File: src/rtl/mem_stage.sv
// Memory stage: unpacks the EX/MEM bus, drives the single-lane data memory,
// sequences vector loads/stores one lane per cycle and registers the MEM/WB results.
module mem_stage #(
    parameter int N  = 24,
    parameter int M  = 6,
    parameter int BW = 17 + 2 * M * N
) (
    input  logic            clk,
    input  logic            rst,
    input  logic [BW-1:0]   bufferIn,
    input  logic [N-1:0]    memRdata,
    output logic [N-1:0]    memAddr,
    output logic [N-1:0]    memWdata,
    output logic            memWe,
    output logic            stall,
    output logic            wbRegWrite,
    output logic            wbMemToReg,
    output logic            wbModeSel,
    output logic [3:0]      wbRc,
    output logic [M*N-1:0]  wbAluResult,
    output logic [M*N-1:0]  wbReadData
);
    localparam int MN = M * N;
    localparam int LW = (M > 1) ? $clog2(M) : 1;

    typedef enum logic [2:0] {IDLE, S_WAIT, V_LOAD, V_LAST, V_STORE} state_t;

    state_t state, next_state;
    logic [LW-1:0] lane, next_lane;
    logic [M-1:0][N-1:0] gather, rdata_c, rd3;
    logic [MN-1:0] alu;
    logic [N-1:0] base;
    logic [3:0] rc;
    logic mode_sel, mem_write, mem_to_reg, reg_write;
    logic is_vs, is_vl, is_sl, is_ss;
    logic we_c, stall_c;

    assign mode_sel   = bufferIn[2*MN+16];
    assign alu        = bufferIn[MN+10 +: MN];
    assign mem_write  = bufferIn[MN+6];
    assign mem_to_reg = bufferIn[MN+5];
    assign reg_write  = bufferIn[MN+4];
    assign rc         = bufferIn[MN +: 4];
    assign rd3        = bufferIn[MN-1:0];
    assign base       = alu[N-1:0];

    // memWrite wins over memToReg when both are set
    assign is_vs = mode_sel & mem_write;
    assign is_vl = mode_sel & mem_to_reg & ~mem_write;
    assign is_sl = ~mode_sel & mem_to_reg & ~mem_write;
    assign is_ss = ~mode_sel & mem_write;

    // lane is always 0 in IDLE, so scalar accesses use base and rd3 lane 0
    assign memAddr  = base + N'(lane);
    assign memWdata = rd3[lane];
    assign memWe    = we_c & rst;
    assign stall    = stall_c & rst;

    always_comb begin
        next_state = state;
        next_lane  = lane;
        we_c       = 1'b0;
        stall_c    = 1'b0;
        rdata_c    = '0;
        case (state)
            IDLE: begin
                if (is_vs) begin
                    we_c = 1'b1;
                    if (M > 1) begin
                        stall_c    = 1'b1;
                        next_state = V_STORE;
                        next_lane  = LW'(1);
                    end
                end else if (is_vl) begin
                    stall_c    = 1'b1;
                    next_state = (M > 1) ? V_LOAD : V_LAST;
                    next_lane  = (M > 1) ? LW'(1) : '0;
                end else if (is_sl) begin
                    stall_c    = 1'b1;
                    next_state = S_WAIT;
                end else begin
                    we_c = is_ss;
                end
            end
            S_WAIT: begin
                rdata_c[0] = memRdata;
                next_state = IDLE;
            end
            V_LOAD: begin
                stall_c = 1'b1;
                if (lane == LW'(M - 1)) next_state = V_LAST;
                else                    next_lane  = lane + LW'(1);
            end
            V_LAST: begin
                rdata_c      = gather;
                rdata_c[M-1] = memRdata;
                next_state   = IDLE;
                next_lane    = '0;
            end
            V_STORE: begin
                we_c = 1'b1;
                if (lane == LW'(M - 1)) begin
                    next_state = IDLE;
                    next_lane  = '0;
                end else begin
                    stall_c   = 1'b1;
                    next_lane = lane + LW'(1);
                end
            end
            default: begin
                next_state = IDLE;
                next_lane  = '0;
            end
        endcase
    end

    always_ff @(posedge clk) begin
        if (!rst) begin
            state <= IDLE;
            lane  <= '0;
        end else begin
            state <= next_state;
            lane  <= next_lane;
        end
    end

    // Data from the address driven in the previous cycle lands in lane-1
    always_ff @(posedge clk) begin
        if (!rst)                gather <= '0;
        else if (state == V_LOAD) gather[LW'(lane - LW'(1))] <= memRdata;
    end

    always_ff @(posedge clk) begin
        if (!rst) begin
            wbRegWrite  <= 1'b0;
            wbMemToReg  <= 1'b0;
            wbModeSel   <= 1'b0;
            wbRc        <= '0;
            wbAluResult <= '0;
            wbReadData  <= '0;
        end else if (stall_c) begin
            wbRegWrite <= 1'b0;
            wbMemToReg <= 1'b0;
        end else begin
            wbRegWrite  <= reg_write & ~is_vs;
            wbMemToReg  <= mem_to_reg & ~mem_write;
            wbModeSel   <= mode_sel;
            wbRc        <= rc;
            wbAluResult <= alu;
            wbReadData  <= rdata_c;
        end
    end
endmodule

File: config.mk
export PLATFORM = sky130hd
export DESIGN_NAME = mem_stage
export DESIGN_NICKNAME = d
export VERILOG_FILES = /design/src/rtl/mem_stage.sv
export SDC_FILE = /design/constraint.sdc
export NUM_CORES = 1
export LEC_CHECK = 0
export ABC_AREA = 1
export CAP_MARGIN = 20
export CORE_AREA = 10 10 255 257
export DETAILED_ROUTE_END_ITERATION = 16
export DIE_AREA = 0 0 265 267
export PLACE_DENSITY = 0.67
export SYNTH_ARGS = -nofsm -noshare
export SYNTH_HDL_FRONTEND = slang
export SYNTH_SLANG_ARGS = --single-unit
File: constraint.sdc
create_clock -name clk -period 2.6 [get_ports clk]
set_clock_uncertainty 0.1 [all_clocks]
set_input_delay 0.26 -clock clk [delete_from_list [all_inputs] [get_ports clk]]
set_output_delay 0.26 -clock clk [all_outputs]
set_load 0.05 [all_outputs]
==> insert_results.sql, run 1 <==
INSERT INTO impl_metrics (metric_group, metric, value, unit) VALUES
('die', 'core_region_area', '0.0599', 'sq mm'),
('sta', 'fin_hold_ws', '0.117', 'ns'),
('power_and_ir_drop', 'power_density', '708', 'mW/mm^2'),
('sta', 'fin_crit_period', '2.71', 'ns'),
('setup_path', 'setup.worst_path.start_class', 'flip-flop', ''),
('place', 'place_worst_setup_slack', '-0.147', 'ns'),
('route', 'ant_nets', '0', ''),
('cts', 'largest_buffer_count_on_any_clock_path', '3', ''),
('cts', 'cts-buffers-inserted', '49', ''),
('yosys', 'netlist-cell-type-count', '29', ''),
('die', 'io_pins', '676', ''),
('sta', 'final_hold_violating_endpoints', '0', ''),
('setup_path', 'worst_setup_path_end_kind', 'output port', ''),
('setup_path', 'critical_path_arrival', '2.35', 'ns'),
('power_and_ir_drop', 'power', '19.4', 'mW'),
('yosys', 'synthesis.area_per_instance', '7.28', 'sq um'),
('setup_path', 'required', '2.24', 'ns'),
('sta', 'final-setup-viol-count', '6', ''),
('route', 'drc_errors', '0', ''),
('run_status', 'run_status', 'finished with violations', ''),
('run', 'max_cap_violations', '0', ''),
('sta', 'worst-slew-pin-transition', '0.856', 'ns'),
('sta', 'max_freq', '0.369', 'GHz'),
('yosys', 'synth_edf_count', '0', ''),
('yosys', 'synth_fp_nets', '2699', ''),
('setup_path', 'worst_path_largest_cell_delay', '0.38', 'ns'),
('route', 'wire_per_inst', '21.0', 'um'),
('yosys', 'ys_warn_count', '0', ''),
('route', 'drt-initial-drc-count', '1559', ''),
('power_and_ir_drop', 'power_leakage', '10.8', 'nW'),
('route', 'dr.pass1.iters', '6', ''),
('power_and_ir_drop', 'worst_vdd_rail_ir_drop', '525', 'uV'),
('sta', 'grt_setup_unrepaired', 'true', ''),
('grt', 'grt_antenna_before_repair', '11', ''),
('setup_path', 'slowest_cell_on_the_critical_path', 'fa_2', ''),
('cts', 'ctsRootBufferMaster', 'clkbuf_16', ''),
('cts', 'cts.sink_count', '421', ''),
('setup_path', 'critPathCapture', 'memAddr[12]', ''),
('die', 'initial_utilization', '0.287', ''),
('worst_hold_path', 'hold_path.class', 'input pin to flip-flop', ''),
('setup_path', 'regToRegSetupSlack', '0.22', 'ns'),
('yosys', 'proportion_of_register_bits_with_asynchronous_set_or_reset_after_synthesis', '0', ''),
('cts', 'cts_tree', 'built', ''),
('cts', 'clkSlewWorstSetupHoldPaths', '0.06', 'ns'),
('layout', 'final_core_util', '0.459', ''),
('grt', 'grt_overflow_total', '0', ''),
('yosys', 'synth_cells', '2361', ''),
('die', 'fp.dieH', '267', 'um'),
('yosys', 'synth_top_area_cell', 'dfxtp_1', ''),
('sta', 'worst_slew_margin_relative_to_its_limit', '0.429', ''),
('route', 'routed_wl', '80.0', 'mm'),
('yosys', 'mappedNetlistArea', '0.0172', 'sq mm'),
('setup_path', 'crit_path_cell_trace', 'ha_4, fa_2, a21oi_4, buf_4, buf_6, nor3_4, xor2_2, clkbuf_16', ''),
('layout', 'drive_above_1_share', '0.0943', ''),
('grt', 'grt_max_degree', '148', ''),
('route', 'dr_total_vias', '18611', ''),
('yosys', 'ys_ff_latch', '421', ''),
('yosys', 'synth_sequential_area_ratio', '0.490', ''),
('setup_path', 'critPathLaunch', 'lane[0]', ''),
('place', 'gp_congestion', '0.893', ''),
('run_status', 'violated_checks', 'negative setup slack', ''),
('setup_path', 'worst-setup-path-type', 'flip-flop to output port', ''),
('cts', 'clock_latency', '0.58', 'ns'),
('setup_path', 'worst_r2r_startpoint', 'lane[0]', ''),
('layout', 'areaGrowthSynthToFinish', '59.9', '%'),
('die', 'die-width', '265', 'um'),
('sta', 'setup_ws', '-0.109', 'ns'),
('die', 'die_area', '0.0708', 'sq mm'),
('yosys', 'synth.top_cell.area_share', '0.490', ''),
('setup_path', 'worstSetupPathDepth', '8', ''),
('setup_path', 'r2r_end', 'wbAluResult[93]', '');
## registers in the layout (all words and copies together) (netlist names)
register / cells
wbReadData: 144
wbRc: 4
lane: 3
gather: 120
state: 3
wbRegWrite: 1
wbModeSel: 1
wbMemToReg: 1
wbAluResult: 144
## cell usage in the layout (no fill, tap or decap), types with 10 or more instances in the layout
master / netlist / routed
clkdlybuf4s50_1: 0 / 615
dfxtp_1: 421 / 416
o21ai_1: 0 / 12
buf_12: 0 / 62
o21ai_0: 217 / 197
clkbuf_8: 0 / 18
clkinv_2: 0 / 11
nand4_1: 127 / 127
a21oi_1: 126 / 124
inv_1: 72 / 70
o22ai_1: 48 / 47
nand2_1: 570 / 564
buf_4: 25 / 59
clkbuf_16: 0 / 56
buf_6: 0 / 10
nor2_1: 352 / 347
nand3_1: 186 / 186
## worst min path at each step
| stage | from | to | slack (ns) | cells after the start |
|---|---|---|---|---|
| 6_report | bufferIn[279] | wbAluResult[125] | 0.12 | 3 |
| 4_1_cts | bufferIn[228] | wbAluResult[74] | 0.08 | 3 |
| 2_1_floorplan | bufferIn[154] | wbAluResult[0] | 0.26 | 2 |
| 3_3_place_gp | wbReadData[47] | wbReadData[47] | 0.35 | 2 |
| 5_1_grt | bufferIn[240] | wbAluResult[86] | 0.1 | 3 |
| 3_5_place_dp | wbReadData[119] | wbReadData[119] | 0.35 | 2 |
## per-layer routing
layer,share of wire,vias up,track usage
met5,0.00021,-,0
met4,0.043,2,0.101
met3,0.079,171,0.0574
met2,0.49,775,0.353
met1,0.39,8593,0.245
li1,-,9070,-
## tightest hold or removal path: cells and delay by family
family / cells / cell delay [ns]
buf+inv: 1 / 0.39
simple gates: 2 / 0.10
## cell usage after synthesis, types with 3 or more instances
library cell    n
o22ai_1        48
nor3_1          4
a21oi_1       126
nand2_1       570
ha_1            6
xnor2_1         4
nand3_2         3
buf_1          11
buf_4          25
inv_1          72
nand4_1       127
nand3_1       186
nor2_2          4
o21ai_0       217
inv_2           7
buf_2          42
nand3b_1        4
xor2_1         13
nor2_1        352
dfxtp_1       421
clkbuf_1      109
## cells by family after synthesis
group	Yosys count	share of synthesized area
fa+ha+maj	7	0.00553
compound gates	395	0.119
buf+inv	267	0.0668
simple gates	1254	0.310
xor+xnor	17	0.00866
flops	421	0.490
## final cells by class
| cell class | instances | area [sq um] |
|---|---|---|
| multi-input cells | 1673 | 7850 |
| diodes | 7 | 17.5 |
| clock inverters | 17 | 158 |
| repair buffers | 757 | 8220 |
| inverters | 80 | 304 |
| well taps | 782 | 978 |
| clock buffers | 73 | 1510 |
| fillers | 5872 | 32400 |
| flip-flops and latches | 421 | 8450 |
## report_power, final
group | total [mW] | internal, mW | switching [mW]
logic | 5.45 | 1.97 | 3.48
registers | 6.99 | 6.80 | 0.198
clock network | 7.00 | 4.12 | 2.87
## timing repair
item / CTS / global route
gates cloned: 2 / 1
setup buffers: 11 / 8
hold buffers: 1 / 0
setup endpoints to repair: 46 / 37
gates resized for setup: 51 / 41
pin swaps: 9 / 11
endpoints found under the hold margin: 1 / 0
## metrics by stage
step | cells | setup TNS (ns) | area, sq um
after floorplan | 2361 | 0 | 17200
after global routing | 3809 | -1.07 | 27500
after global placement | 3691 | -0.728 | 25300
final | 3810 | -0.324 | 27500
after CTS | 3794 | -0.448 | 27300
after detailed placement | 3691 | -0.555 | 25300
No activity file was read; power rests on OpenSTA's default activity.
==> run 2: changes to the inputs <==
- TNS_END_PERCENT: unset -> 30
==> run 2 against run 1 <==
Net effect: the run still ends with negative setup slack left; die area stayed put; register-to-register slack better by 0.15 ns; total power is 0.56% lower; setup slack better by 0.026 ns; sequential power hardly changed; fmax is 0.96% higher; critical path depth stayed put; utilization is 0.40 points lower; final cell count is 0.31% lower; hold slack worse by 0.020 ns; largest power group unchanged.
==> insert_results.sql, run 2 (synthesis gave the netlist of run 1 again) <==
INSERT INTO impl_metrics (metric_group, metric, value, unit) VALUES
('run_status', 'run_status', 'finished with violations', ''),
('run_status', 'violated_checks', 'negative setup slack', ''),
('sta', 'grt_setup_unrepaired', 'true', ''),
('grt', 'grt_pass1_wl', '114', 'mm'),
('sta', 'worst-slew-pin-transition', '0.788', 'ns'),
('power_and_ir_drop', 'worst_vdd_rail_ir_drop', '527', 'uV'),
('die', 'die_area', '0.0708', 'sq mm'),
('layout', 'final_cell_count_no_fill', '3798', ''),
('worst_hold_path', 'hold_start', 'bufferIn[163]', ''),
('cts', 'largest_buffer_count_on_any_clock_path', '3', ''),
('setup_path', 'regToRegSetupSlack', '0.37', 'ns'),
('setup_path', 'crit_path_max_fanout', '4', ''),
('place', 'gp_congestion', '0.893', ''),
('die', 'initial_utilization', '0.287', ''),
('setup_path', 'r2r_end', 'wbAluResult[78]', ''),
('setup_path', 'worst-setup-path-type', 'flip-flop to output port', ''),
('setup_path', 'critPathLaunch', 'lane[0]', ''),
('power_and_ir_drop', 'power_density', '710', 'mW/mm^2'),
('setup_path', 'required', '2.24', 'ns'),
('route', 'drt-initial-drc-count', '1558', ''),
('setup_path', 'crit_path_cell_trace', 'ha_4, fa_2, a21oi_4, nor2_2, nand2_2, nor2_1, xor2_1, clkbuf_16', ''),
('die', 'core_region_area', '0.0599', 'sq mm'),
('power_and_ir_drop', 'share_comb_of_total_power', '0.276', ''),
('layout', 'areaGrowthSynthToFinish', '58.5', '%'),
('grt', 'grt_max_degree', '148', ''),
('run', 'max_cap_violations', '0', ''),
('setup_path', 'slowest_cell_on_the_critical_path', 'fa_2', ''),
('setup_path', 'ff2ff_path_depth', '10', ''),
('power_and_ir_drop', 'proportion_of_total_power_due_to_net_switching', '0.337', ''),
('route', 'drc_errors', '0', ''),
('sta', 'setup_ws', '-0.0833', 'ns'),
('setup_path', 'worst_r2r_startpoint', 'lane[0]', ''),
('sta', 'max_freq', '0.373', 'GHz'),
('grt', 'grt_overflow_total', '0', ''),
('die', 'io_pins', '676', ''),
('cts', 'clkSlewWorstSetupHoldPaths', '0.05', 'ns'),
('worst_hold_path', 'hold_path.class', 'input pin to flip-flop', ''),
('setup_path', 'critPathCapture', 'memAddr[16]', ''),
('cts', 'cts.htree.levels', '2', ''),
('grt', 'grt_antenna_before_repair', '12', ''),
('route', 'dr_total_vias', '18523', ''),
('grt', 'grt_pass1_vias', '17653', ''),
('layout', 'mostFrequentLayoutCell', 'clkdlybuf4s50_1', ''),
('sta', 'worst_slew_margin_relative_to_its_limit', '0.475', ''),
('sta', 'final_hold_violating_endpoints', '0', ''),
('setup_path', 'critical_path_arrival', '2.32', 'ns'),
('route', 'wire_per_inst', '20.8', 'um'),
('die', 'fp.dieH', '267', 'um'),
('place', 'io_buffers', '666', ''),
('power_and_ir_drop', 'power_switching', '6.51', 'mW'),
('cts', 'ctsRootBufferMaster', 'clkbuf_16', ''),
('place', 'dp.final_hpwl', '57.4', 'mm'),
('layout', 'count_of_nets_after_finishing', '3309', ''),
('route', 'routed_wl', '79.0', 'mm'),
('layout', 'layout_common_cells', 'clkdlybuf4s50_1 (614), nand2_1 (565), dfxtp_1 (416), nor2_1 (347), o21ai_0 (201)', ''),
('route', 'ant_nets', '0', ''),
('cts', 'clock_latency', '0.58', 'ns'),
('sta', 'fin_crit_period', '2.68', 'ns'),
('die', 'die-width', '265', 'um'),
('place', 'numPlacedInstances', '3691', ''),
('power_and_ir_drop', 'share_clk_of_total_power', '0.362', ''),
('layout', 'final_core_util', '0.455', ''),
('route', 'dr.pass1.iters', '5', ''),
('layout', 'drive_above_1_share', '0.0867', ''),
('setup_path', 'worst_setup_path_end_kind', 'output port', ''),
('sta', 'timing.final.crit_share', '1.03', ''),
('power_and_ir_drop', 'internal_power', '12.8', 'mW'),
('setup_path', 'worst_path_largest_cell_delay', '0.38', 'ns'),
('cts', 'cts.sink_count', '421', ''),
('cts', 'cts-buffers-inserted', '49', ''),
('cts', 'cts_tree', 'built', ''),
('sta', 'final-setup-viol-count', '6', ''),
('route', 'post_detailed_route_via_to_cell_ratio', '4.88', ''),
('place', 'post_dp_area', '0.0253', 'sq mm'),
('die', 'placementRows', '90', ''),
('power_and_ir_drop', 'power_leakage', '10.7', 'nW'),
('grt', 'gr-usage-all-layers', '0.210', ''),
('power_and_ir_drop', 'power_frac_seq', '0.362', ''),
('sta', 'slew_violations', '0', ''),
('layout', 'post-route-cell-area', '0.0272', 'sq mm'),
('setup_path', 'setup.worst_path.start_class', 'flip-flop', ''),
('layout', 'biggestRegsByFlops', 'wbAluResult: 144 flops, wbReadData: 144 flops, gather: 120 flops', '');
==> run 2: worst min-delay path by stage <==
stage / to / slack [ns] / cells after the start
after floorplan: wbAluResult[0] / 0.26 / 2
after global placement: wbReadData[47] / 0.35 / 2
after detailed placement: wbReadData[119] / 0.35 / 2
after CTS: wbAluResult[74] / 0.08 / 3
after global routing: wbAluResult[86] / 0.1 / 3
final: wbAluResult[9] / 0.1 / 3
==> run 2: what timing repair did <==
action,4_1_cts,5_1_grt
pin swaps,6,5
setup buffers,10,0
resized for setup,41,21
endpoints found under the hold margin,1,0
setup endpoints to repair,46,32
gates cloned,1,0
hold buffers,1,0
==> run 2: layout make-up <==
class / count / area (sq um)
fillers: 5902 / 32700
flip-flops and latches: 421 / 8450
repair buffers: 746 / 8060
multi-input cells: 1673 / 7760
clock buffers: 73 / 1510
well taps: 782 / 978
inverters: 80 / 304
clock inverters: 17 / 158
diodes: 6 / 15.0
==> run 2: through the flow <==
| stage | setup TNS (ns) | hold WS, ns | total power, mW | setup WS [ns] |
|---|---|---|---|---|
| 5_1_grt | -1.04 | 0.0984 | 20.1 | -0.165 |
| 2_1_floorplan | 0 | 0.263 | 9.97 | 0.0305 |
| 4_1_cts | -0.566 | 0.0796 | 19.5 | -0.135 |
| 3_5_place_dp | -0.555 | 0.351 | 12.4 | -0.147 |
| 6_report | -0.270 | 0.0973 | 19.3 | -0.0833 |
| 3_3_place_gp | -0.728 | 0.348 | 12.4 | -0.159 |
==> run 2: critical path, delay by kind of cell (launching register included) <==
kind | cells | cell delay, ns
AND/OR/NAND/NOR | 3 | 0.21
XOR/XNOR | 1 | 0.21
AO/OA/AOI/OAI | 1 | 0.19
flip-flops | 1 | 0.37
adder cells (fa/ha/maj) | 2 | 0.56
buffers and inverters | 1 | 0.21
==> run 2: power groups by stage <==
stage	logic [mW]	registers [mW]	clock network (mW)
2_1_floorplan	1.78	8.19	0
3_3_place_gp	5.25	7.12	0
3_5_place_dp	5.25	7.13	0
4_1_cts	5.35	6.99	7.15
5_1_grt	5.61	7.03	7.43
6_report	5.34	6.99	7.01
==> run 2: layer usage <==
| layer | wire, um | track usage | up-vias |
|---|---|---|---|
| met5 | 41 | 0 | - |
| met4 | 3310 | 0.0982 | 6 |
| met3 | 6600 | 0.0608 | 164 |
| met2 | 38900 | 0.352 | 765 |
| met1 | 30200 | 0.243 | 8538 |
| li1 | - | - | 9050 |
